File: src/rtl/bus_autoclear_timeout.sv
// Register-mapped autoclear launcher: per-channel start level held until the
// client reports done, software aborts, or a programmable timeout expires.
module bus_autoclear_timeout #(
  parameter int g_CHANNELS      = 2,
  parameter int g_TIMEOUT_WIDTH = 16
) (
  input  logic                  i_Bus_Clk,
  input  logic                  i_Bus_Rst_L,
  input  logic                  i_Bus_CS,
  input  logic                  i_Bus_Wr_Rd_n,
  input  logic [4:0]            i_Bus_Addr8,
  input  logic [15:0]           i_Bus_Wr_Data,
  output logic [15:0]           o_Bus_Rd_Data,
  output logic                  o_Bus_Rd_DV,
  output logic [g_CHANNELS-1:0] o_Start,
  input  logic [g_CHANNELS-1:0] i_Done,
  output logic                  o_Irq
);

  localparam int C  = g_CHANNELS;
  localparam int TW = g_TIMEOUT_WIDTH;
  // Data width wide enough to hold the timeout-enable field at bit 8.
  localparam int EW = (C + 8 > 16) ? C + 8 : 16;

  typedef enum logic {
    ST_IDLE = 1'b0,
    ST_RUN  = 1'b1
  } chan_state_t;

  // Bus protocol: an access is one cycle with i_Bus_CS high; a write commits on
  // that edge, a read returns data with o_Bus_Rd_DV high exactly one cycle later.
  logic          wr_en, rd_en;
  logic [3:0]    reg_sel;
  logic [EW-1:0] wr_ext;
  logic          unused_addr_lsb;

  assign wr_en           = i_Bus_CS & i_Bus_Wr_Rd_n;
  assign rd_en           = i_Bus_CS & ~i_Bus_Wr_Rd_n;
  assign reg_sel         = i_Bus_Addr8[4:1];
  assign wr_ext          = EW'(i_Bus_Wr_Data);
  assign unused_addr_lsb = i_Bus_Addr8[0];

  logic [C-1:0]  start_mask, stop_mask, clr_mask;
  logic [C-1:0]  done_set, to_set;
  logic [C-1:0]  done_hist_q, to_hist_q;
  logic [C-1:0]  irq_en_done_q, irq_en_to_q;
  logic [TW-1:0] timeout_val_q;

  assign start_mask = (wr_en && reg_sel == 4'h0) ? wr_ext[C-1:0] : '0;
  assign stop_mask  = (wr_en && reg_sel == 4'h2) ? wr_ext[C-1:0] : '0;
  assign clr_mask   = (wr_en && reg_sel == 4'h4) ? wr_ext[C-1:0] : '0;

  for (genvar n = 0; n < C; n++) begin : g_chan
    chan_state_t   state_q, state_d;
    logic [TW-1:0] cnt_q, cnt_d, cnt_inc;
    logic          hit_to, set_done, set_to;

    // cnt_inc is the number of RUN cycles including the current one.
    assign cnt_inc = (&cnt_q) ? cnt_q : cnt_q + 1'b1;
    assign hit_to  = (timeout_val_q != '0) && (cnt_inc == timeout_val_q);

    always_comb begin
      state_d  = state_q;
      cnt_d    = cnt_q;
      set_done = 1'b0;
      set_to   = 1'b0;
      case (state_q)
        ST_IDLE: begin
          if (start_mask[n]) begin
            state_d = ST_RUN;
            cnt_d   = '0;
          end
        end
        ST_RUN: begin
          cnt_d = cnt_inc;
          if (stop_mask[n]) begin
            state_d = ST_IDLE;
          end else if (i_Done[n]) begin
            state_d  = ST_IDLE;
            set_done = 1'b1;
          end else if (hit_to) begin
            state_d = ST_IDLE;
            set_to  = 1'b1;
          end
        end
        default: state_d = ST_IDLE;
      endcase
    end

    always_ff @(posedge i_Bus_Clk or negedge i_Bus_Rst_L) begin
      if (!i_Bus_Rst_L) begin
        state_q <= ST_IDLE;
        cnt_q   <= '0;
      end else begin
        state_q <= state_d;
        cnt_q   <= cnt_d;
      end
    end

    assign o_Start[n]  = (state_q == ST_RUN);
    assign done_set[n] = set_done;
    assign to_set[n]   = set_to;
  end

  logic [EW-1:0] rd_ext;

  always_comb begin
    rd_ext = '0;
    case (reg_sel)
      4'h1: rd_ext[C-1:0] = o_Start;
      4'h3: rd_ext[C-1:0] = done_hist_q;
      4'h5: rd_ext[C-1:0] = to_hist_q;
      4'h6: begin
        // With more than 8 channels the two enable fields overlap on readback.
        rd_ext[C-1:0] = irq_en_done_q;
        rd_ext[8 +: C] = rd_ext[8 +: C] | irq_en_to_q;
      end
      4'h7: rd_ext[TW-1:0] = timeout_val_q;
      default: rd_ext = '0;
    endcase
  end

  always_ff @(posedge i_Bus_Clk or negedge i_Bus_Rst_L) begin
    if (!i_Bus_Rst_L) begin
      done_hist_q   <= '0;
      to_hist_q     <= '0;
      irq_en_done_q <= '0;
      irq_en_to_q   <= '0;
      timeout_val_q <= '0;
      o_Irq         <= 1'b0;
      o_Bus_Rd_DV   <= 1'b0;
      o_Bus_Rd_Data <= '0;
    end else begin
      // A set in the same cycle as a clear wins.
      done_hist_q <= (done_hist_q & ~clr_mask) | done_set;
      to_hist_q   <= (to_hist_q & ~clr_mask) | to_set;
      if (wr_en && reg_sel == 4'h6) begin
        irq_en_done_q <= wr_ext[C-1:0];
        irq_en_to_q   <= wr_ext[8 +: C];
      end
      if (wr_en && reg_sel == 4'h7) begin
        timeout_val_q <= wr_ext[TW-1:0];
      end
      o_Irq         <= |((done_hist_q & irq_en_done_q) | (to_hist_q & irq_en_to_q));
      o_Bus_Rd_DV   <= rd_en;
      o_Bus_Rd_Data <= rd_en ? rd_ext[15:0] : 16'h0000;
    end
  end

endmodule

File: config.mk
export PLATFORM = sky130hd
export DESIGN_NAME = bus_autoclear_timeout
export DESIGN_NICKNAME = d
export VERILOG_FILES = /design/src/rtl/bus_autoclear_timeout.sv
export SDC_FILE = /design/constraint.sdc
export NUM_CORES = 1
export LEC_CHECK = 0
export CORE_ASPECT_RATIO = 0.6
export CORE_UTILIZATION = 25
export DETAILED_ROUTE_END_ITERATION = 8
export PLACE_DENSITY = 0.42
export SETUP_SLACK_MARGIN = 0.5
export SKIP_CTS_REPAIR_TIMING = 1
export SLEW_MARGIN = 20
export SYNTH_ARGS = -nofsm -noshare
export SYNTH_HDL_FRONTEND = slang
export SYNTH_SLANG_ARGS = --single-unit
File: constraint.sdc
create_clock -name i_Bus_Clk -period 8.65 [get_ports i_Bus_Clk]
set_input_delay 1.73 -clock i_Bus_Clk [delete_from_list [all_inputs] [get_ports i_Bus_Clk]]
set_output_delay 1.73 -clock i_Bus_Clk [all_outputs]
set_load 0.05 [all_outputs]
Word-level counts from Yosys, hierarchy flattened
Cells that the tools add are included.

Register bits: 76. Output and inout bits: 20. Word-level logic and storage cells: 88.

Add/sub/neg operators: 2. Equality and inequality tests: 11. Multiplexer cells: 38. Bitwise gates (word level): 13. Reduce and logical (&&, ||, !) cells: 12.

Operators with widths (number): 16-bit two-way mux (5); 16-bit one-hot mux with 2 select lines (2); 16-bit by 1-bit adder with 16-bit output (second input constant) (2); 16-bit equality test (2); 16-bit AND reduction (2); 1-bit two-way mux (22); 4-bit by 3-bit equality test with 1-bit output (second input constant) (4); 16-bit nonzero test (1); 6-bit two-way mux (2); 2-bit one-hot mux with 5 select lines (1); 2-bit bitwise AND (4); 4-bit by 2-bit equality test with 1-bit output (second input constant) (2); 1-bit logical AND (7); 2-bit two-way mux (3); 2-bit bitwise OR (3); 4-bit by 1-bit equality test with 1-bit output (second input constant) (1); 4-bit zero test (1); 2-bit != test (second input constant) (2); 1-bit one-hot mux with 2 select lines (2); 2-bit one-hot mux with 2 select lines (1); 1-bit inverter (3); 1-bit bitwise AND (2); 2-bit inverter (1); 2-bit OR reduction (1).

Logic depth before layout (Yosys ltp)
Gate-level depths: netlist (run 1).

Depth after elaboration: 9. Depth in mapped cells: 10. Depth with buffers taken out: 9.

Least setup slack after synthesis (run 1)
No wires, ideal clock.

Path kind: input to register. Start point: input i_Bus_Addr8[1]. End point: register timeout_val_q[10]. Setup time: 0.125 ns. Data arrival time: 3.240 ns. Slack: 5.285 ns. Cell stages on the path: 5. Path buffers: 2. Path through: clkbuf_1 nand3_1 nor2_1 clkbuf_1 mux2_2.

Cells in the longest elaborated chain, start to end: 2.

RTL lines: start: declaration (RTL line 11) `input logic [4:0] i_Bus_Addr8,`; 4-bit by 3-bit equality test with 1-bit output (RTL line 141) `if (wr_en && reg_sel == 4'h7) begin`; 1-bit logical AND (RTL line 141); end signal: assignment (RTL line 142) `timeout_val_q <= wr_ext[TW-1:0];`; end: declaration (RTL line 47) `logic [TW-1:0] timeout_val_q;`.

No other way between the ends. A chain may end at the register's enable or synchronous reset.

Worst setup path after layout (run 1)
Start point: register g_chan[0].state_q. End point: output o_Start[0].

RTL lines: start: declaration (RTL line 54) `chan_state_t state_q, state_d;`; start signal: assignment (RTL line 95) `state_q <= state_d;`; end: declaration (RTL line 15) `output logic [g_CHANNELS-1:0] o_Start,`.

No word-level cell between the ends.

==> summary.md, run 1 <==
| Metric | Value |
|---|---|
| Status | finished clean |
| Vias in the first global route | 3850 |
| GRT Util Overall | 0.164 |
| CP Depth | 1 |
| Max Fclk | 250 MHz |
| Primary FF master, synth | dfrtp_1 |
| Wire per inst | 19.0 microns |
| Die ar. | approximately 19000 sq um |
| Drt first pass iters | 5 |
| Final Max Tran Viols | 0 |
| GP Congestion | 0.916 |
| Hold Vio Cnt, Final | 0 |
| Pwr dens | 234 nW/um^2 |
| Core area | 18100 sq um |
| Max_slew headroom | 0.283 |
| Vias/cell | 5.32 |
| Cells after Synth | 505 |
| CTS tree | done |
| Crit path cell chain | clkdlybuf4s50_1 |
| Number of flops mapped to enable cells by yosys | 0 |
| Netlist cell types | 61 |
| Syn. warnings | 0 |
| Clock slew at reported path FFs | 0.06 ns |
| Lkg Pwr | 2.15 nW |
| Synth Cell Area | ~4600 sq um |
| Placed cell areas | 5250 sq um |
| Final WL | 14800 microns |
| IO Count | 47 |
| P_int | between 0.0008 and 0.0009 W |
| Critical path startpoint category | flop |
| Std-Cell Rows | 38 |
| Critical path required time | just under 7 ns |
| H-tree Lvls | 3 |
| RSZ-0062 raised after global routing | no |
| DR iter-0 viols | 427 |
| Final setup vio count | 0 |
| Total grt overflow | 0 |
| Global-route wire length before repair | around 23000 microns |
| Area growth syn-to-layout | 21.6% |
| Power, Total | 0.00132 W |
| Chip width | 177 microns |
| Worst vdd ir | approximately 86 uV |
| Number of synthesized register bits | 76 |
| HP Class | reg -> reg |
| Sink Count | 76 |
| Place WS | 4.52 ns |
| Worst-margin pin slew | roughly 1.1 ns |
| CP max FO | 30 |
| CP Buf/Inv Count | 1 |
| Switch share | 0.339 |
| CP max-delay cell | dfrtp_1 |
| Layout cells sized above 1 | 0.0911 |
| Initial antenna violation count | 1 |
| Die height | 107 microns |
| Power share of the sequential group | 0.404 |
| Synth async-reset ratio | 1.00 |
| Minimum hold slack | 0.528 ns |
| Largest stage delay on the critical path | 0.97 ns |
| Maximum root-to-sink buffer count | 2 |
| Min Clock Period, post-route | 3.99 ns |
| Post-Layout Inst Area | 5610 sq um |
| Post-Syn Area per Cell | a little over 9 sq um |
| Largest net degree at the start of global routing | just under 80 |
| CTS root buf | clkbuf_16 |
| Number of port buffers | 45 |
| Kind of critical path | reg -> out |
| Post-synth net total | 534 |
| Clock power frac | 0.361 |
| Final worst path period share | 0.462 |
| CP top delay family | flip-flops |
| Crit end category | output pin |
| Worst R2R Path Depth | 9 |
| Comb pwr share | 0.236 |
| CP arrival | 2.26 ns |
| Hpwl dp | 10600 microns |
| Vias | 4141 |
| Layout net count | 562 |
| Clock Skews | 0.00790 ns |
| Residual DRC | 0 |
| Setup TNS | 0 ns |
| Clk_lat worst skew | 0.34 ns |
| DRT antenna net count | 0 |
| Num CTS Buffers | 9 |
| Antenna cell count | 0 |
| Final WS setup | 4.66 ns |
| Max-cap check violation count | 0 |
| Sw power | around 0.00045 W |
| Seq/Total Area, Yosys | 0.412 |
| Starting Density | 0.255 |
| Worst Hold Path Cells | 1 |
==> state kept, by name (all words and copies together), names as in the netlist <==
register,flops
o_Bus_Rd_DV,1
irq_en_to_q,2
g_chan.cnt_q,32
to_hist_q,2
g_chan.state_q,2
done_hist_q,2
o_Irq,1
timeout_val_q,16
o_Bus_Rd_Data,16
irq_en_done_q,2
==> routing by layer <==
layer / wire length (microns) / vias to the layer above / track usage
met4: 146 / 0 / 0.0391
met1: 8120 / 2033 / 0.269
li1: - / 1932 / -
met3: 1020 / 17 / 0.0374
met5: 0 / - / 0
met2: 5490 / 159 / 0.205
==> synth_stat cells, types with 2 or more instances <==
cell / number / area (sq um)
dfrtp_1: 76 / 1900
nand2_1: 49 / 184
nor2_1: 38 / 143
a21oi_1: 36 / 180
o21ai_0: 28 / 140
xnor2_1: 24 / 210
nand3_1: 23 / 115
clkbuf_1: 21 / 78.8
mux2_2: 18 / 203
nand4_1: 15 / 93.8
and2_1: 12 / 75.1
nor3_1: 12 / 60.1
xor2_1: 12 / 105
and3_1: 10 / 62.6
nor4_1: 10 / 62.6
inv_1: 9 / 33.8
a311oi_1: 8 / 70.1
a211oi_1: 7 / 52.6
mux2i_1: 7 / 70.1
nand3b_1: 7 / 52.6
and4_1: 6 / 52.6
nor2b_1: 6 / 37.5
o22ai_1: 5 / 31.3
buf_4: 4 / 30.0
nand2b_1: 4 / 25.0
a22oi_1: 3 / 22.5
a31oi_1: 3 / 18.8
a32o_1: 3 / 30.0
buf_2: 3 / 15.0
nor3b_1: 3 / 22.5
o2111ai_1: 3 / 26.3
o311ai_0: 3 / 26.3
or4_1: 3 / 22.5
a2111oi_0: 2 / 17.5
a221o_1: 2 / 20.0
ha_1: 2 / 25.0
nor4_4: 2 / 42.5
o211ai_1: 2 / 15.0
o21ai_1: 2 / 10.0
==> cell type report <==
cell class	instances	area, sq um
Inverter	10	37.5
Tap cell	240	300
Clock buffer	9	225
Multi-Input combinational cell	389	2540
Sequential cell	76	1900
Fill cell	1903	12500
Clock inverter	7	139
Timing Repair Buffer	47	467
==> cell families after synthesis <==
family | share of synthesized area
AND/OR/NAND/NOR | 0.251
AO/OA/AOI/OAI | 0.162
flip-flops | 0.412
buffers and inverters | 0.0369
XOR/XNOR | 0.0683
multiplexers | 0.0640
adder cells (fa/ha/maj) | 0.00542
==> per-stage QoR <==
stage	std cells	utilization
CTS	778	0.311
global placement	762	0.290
detailed placement	762	0.290
global route	778	0.311
floorplan	505	-
finish	778	0.311
==> power groups by stage <==
stage	clock network (W)	registers [W]	logic, W
2_1_floorplan	0	0.000476	0.000253
3_3_place_gp	0	0.000534	0.000302
3_5_place_dp	0	0.000535	0.000302
4_1_cts	0.000485	0.000529	0.000306
5_1_grt	0.000500	0.000542	0.000341
6_report	0.000475	0.000531	0.000310
==> cells in the final DEF (no fill, tap or decap), types with 4 or more instances in the layout <==
master,count
a211oi_1,7
dfrtp_1,76
nand3_1,23
mux2_2,18
nand2b_1,4
and4_1,6
nand2_1,49
nor2_1,38
nand4_1,15
a311oi_1,8
inv_1,9
o22ai_1,5
nand3b_1,7
a21oi_1,36
o21ai_0,28
clkdlybuf4s50_1,44
bufinv_16,4
xor2_1,12
mux2i_1,7
xnor2_1,24
nor2b_1,6
nor4_1,10
clkbuf_16,9
nor3_1,12
and3_1,10
and2_1,12
==> final timing paths <==
kind / from / endpoint / slack [ns]
hold reg to reg: done_hist_q[1]$_DFF_PN0_ / done_hist_q[1]$_DFF_PN0_ / 0.53
min in group asynchronous: i_Bus_Rst_L / o_Bus_Rd_Data[6]$_DFF_PN0_ / 1.42
setup reg to reg: g_chan[1].cnt_q[0]$_DFFE_PN0P_ / to_hist_q[1]$_DFF_PN0_ / 5.17
hold / removal: done_hist_q[1]$_DFF_PN0_ / done_hist_q[1]$_DFF_PN0_ / 0.53
max in group asynchronous: i_Bus_Rst_L / to_hist_q[1]$_DFF_PN0_ / 6.70
setup / recovery: g_chan[0].state_q$_DFF_PN0_ / o_Start[0] / 4.66
Power figures use the tool's default switching activity.
==> run 2, diff against run 1 <==
==> constraint.sdc (replaced) <==
create_clock -name i_Bus_Clk -period 4.02 [get_ports i_Bus_Clk]
set_input_delay 0.804 -clock i_Bus_Clk [delete_from_list [all_inputs] [get_ports i_Bus_Clk]]
set_output_delay 0.804 -clock i_Bus_Clk [all_outputs]
set_load 0.05 [all_outputs]
==> run 2 against run 1 <==
Net effect:
- cell area is 0.36% higher
- first-iteration DRC count down 16%
- critical path depth is 8 higher
- sequential share of layout area decreased by 0.12 points
- worst setup slack worse by 3.8 ns
- cell count up 0.90%
- clock power grew 84%
- utilization up 0.11 points
- non-clock buffer count is 7 higher
- critical path type is now reg -> reg
- highest routed layer unchanged
==> summary.md, run 2 (synthesis gave the netlist of run 1 again) <==
| Metric | Value |
|---|---|
| Status | finished clean |
| GRT Util Overall | 0.165 |
| Crit end category | flop |
| Lkg Pwr | 2.16 nW |
| CP max-delay cell | or4_1 |
| Die ar. | 19000 sq um |
| Die height | 107 microns |
| Pwr dens | 478 nW/um^2 |
| H-tree Lvls | 3 |
| CP max FO | 7 |
| Max_slew headroom | 0.379 |
| Top flop regs | g_chan.cnt_q (32), o_Bus_Rd_Data (16), timeout_val_q (16) |
| Largest stage delay on the critical path | 0.64 ns |
| Place WS | 0.650 ns |
| Chip width | 177 microns |
| CP Depth | 9 |
| Vias/cell | 5.26 |
| Power, Total | 0.00270 W |
| DR WL met2 | 5550 microns |
| Kind of critical path | reg -> reg |
| HP Class | in -> async |
| CP Buf/Inv Count | 0 |
| DR iter-0 viols | 360 |
| Vias in the first global route | 3919 |
| Area growth syn-to-layout | 22.1% |
| Hold Vio Cnt, Final | 0 |
| Largest net degree at the start of global routing | 77 |
| Register-to-Register Setup Slack | approximately 0.83 ns |
| Crit path cell chain | ha_2 -> and4_2 -> nand2_1 -> nor4b_4 -> o311ai_0 -> nor3_1 -> nand4_1 -> or4_1 -> o21ai_1 |
| Top sig layer | met4 |
| Number of port buffers | 45 |
| Setup TNS | 0 ns |
| Clk_lat worst skew | 0.33 ns |
| Num CTS Buffers | 9 |
| Met3 wire length | 937 microns |
| Most frequent cells in the layout | 76 x dfrtp_1, 48 x nand2_1, 44 x clkdlybuf4s50_1 |
| Final Max Tran Viols | 0 |
| Final WL | 14900 microns |
| Std-Cell Rows | 38 |
| Max-cap check violation count | 0 |
| Worst vdd ir | 199 uV |
| Max Fclk | 314 MHz |
| Worst r2r src | g_chan[0].cnt_q[1]$_DFFE_PN0P_ |
| R2r endpoint | to_hist_q[0]$_DFF_PN0_ |
| WL met1 | between 8000 and 9000 microns |
| Min Clock Period, post-route | around 3.2 ns |
| Final setup vio count | 0 |
| Critical path startpoint category | flop |
| Global-route wire length before repair | 23700 microns |
| CTS tree | done |
| Antenna cell count | 0 |
| Layout net count | 569 |
| Drt first pass iters | 5 |
| # fillers | ~1900 |
| Clock slew at reported path FFs | about 0.06 ns |
| Initial antenna violation count | 1 |
| Wire per inst | around 19 microns |
| Final WS setup | 0.833 ns |
| Top reg by flops | g_chan.cnt_q |
| Layout cells sized above 1 | 0.105 |
| Critical path required time | 4.28 ns |
| Number of flip-flops in the largest register | 32 |
| IO Count | 47 |
| Most common cell after layout, fill and taps aside | dfrtp_1 |
| Worst-margin pin slew | 0.923 ns |
| GP Congestion | 0.897 |
| Sink Count | between 70 and 80 |
| Register area | 1900 sq um |
| Clock Skews | 0.00414 ns |
| CP arrival | around 3.4 ns |
| CP top delay family | simple AND/OR/NAND/NOR gates |
| Maximum root-to-sink buffer count | 2 |
| RSZ-0062 raised after global routing | no |
| DRT antenna net count | 0 |
| Total grt overflow | 0 |
| Core area | 18100 sq um |
| Vias | about 4100 |
| Multi-input logic area | approximately 2600 sq um |
| Hpwl dp | 10700 microns |
| CTS root buf | clkbuf_16 |
| Worst R2R Path Depth | 9 |
| Final worst path period share | 0.793 |
| Residual DRC | 0 |
| Starting Density | 0.255 |
run 2: changes by cell type in the layout (fill, tap and decap cells not counted):
cell,delta
nand2_2,+1
nor4b_4,+1
clkbuf_1,+1
nor4b_2,-1
clkbuf_8,+1
ha_2,+1
bufinv_16,-2
nand2_1,-1
ha_1,-1
clkinv_4,-1
clkinv_2,+1
buf_4,+7
run 2: worst register-to-register path, cell delays in order (launching register included):
cell and delay, ns:
dfrtp_1 0.46, ha_2 0.33, and4_2 0.33, nand2_1 0.12, nor4b_4 0.39, o311ai_0 0.20, nor3_1 0.32, nand4_1 0.17
or4_1 0.64, o21ai_1 0.15
run 2: final cells by class:
type / instances / share of cell area
clock buffers: 11 / 0.0431
clock inverters: 5 / 0.0133
inverters: 10 / 0.00666
multi-input cells: 389 / 0.454
flip-flops and latches: 76 / 0.338
well taps: 240 / 0.0533
repair buffers: 54 / 0.0922
run 2: routing by layer:
metal,global-route usage,vias up
li1,-,1930
met1,0.275,2041
met2,0.206,148
met3,0.0343,8
met4,0.0299,0
met5,0,-
run 2: worst max path at each step:
stage	startpoint	endpoint	slack, ns
finish	g_chan[0].cnt_q[1]$_DFFE_PN0P_	to_hist_q[0]$_DFF_PN0_	0.83
detailed placement	g_chan[0].cnt_q[0]$_DFFE_PN0P_	to_hist_q[0]$_DFF_PN0_	0.65
CTS	g_chan[0].cnt_q[1]$_DFFE_PN0P_	to_hist_q[0]$_DFF_PN0_	0.65
floorplan	g_chan[0].cnt_q[0]$_DFFE_PN0P_	to_hist_q[0]$_DFF_PN0_	1.26
global placement	g_chan[0].cnt_q[0]$_DFFE_PN0P_	to_hist_q[0]$_DFF_PN0_	0.70
global route	g_chan[0].cnt_q[1]$_DFFE_PN0P_	to_hist_q[0]$_DFF_PN0_	0.57
run 2: power breakdown:
| part | internal (W) | switching [W] | total, W |
|---|---|---|---|
| Clock | 0.000558 | 0.000319 | 0.000876 |
| Combinational | 0.000323 | 0.000354 | 0.000676 |
| Sequential | 0.000886 | 0.000257 | 0.00114 |
| Total | 0.00177 | 0.000929 | 0.00269 |
run 2: through the flow:
stage	cell area [sq um]	utilization	hold slack (ns)	instances
4_1_cts	5600	0.310	0.530	783
6_report	5630	0.312	0.496	785
3_5_place_dp	5280	0.292	0.517	767
3_3_place_gp	5280	0.292	0.508	767
2_1_floorplan	4620	-	0.471	505
5_1_grt	5630	0.312	0.560	785
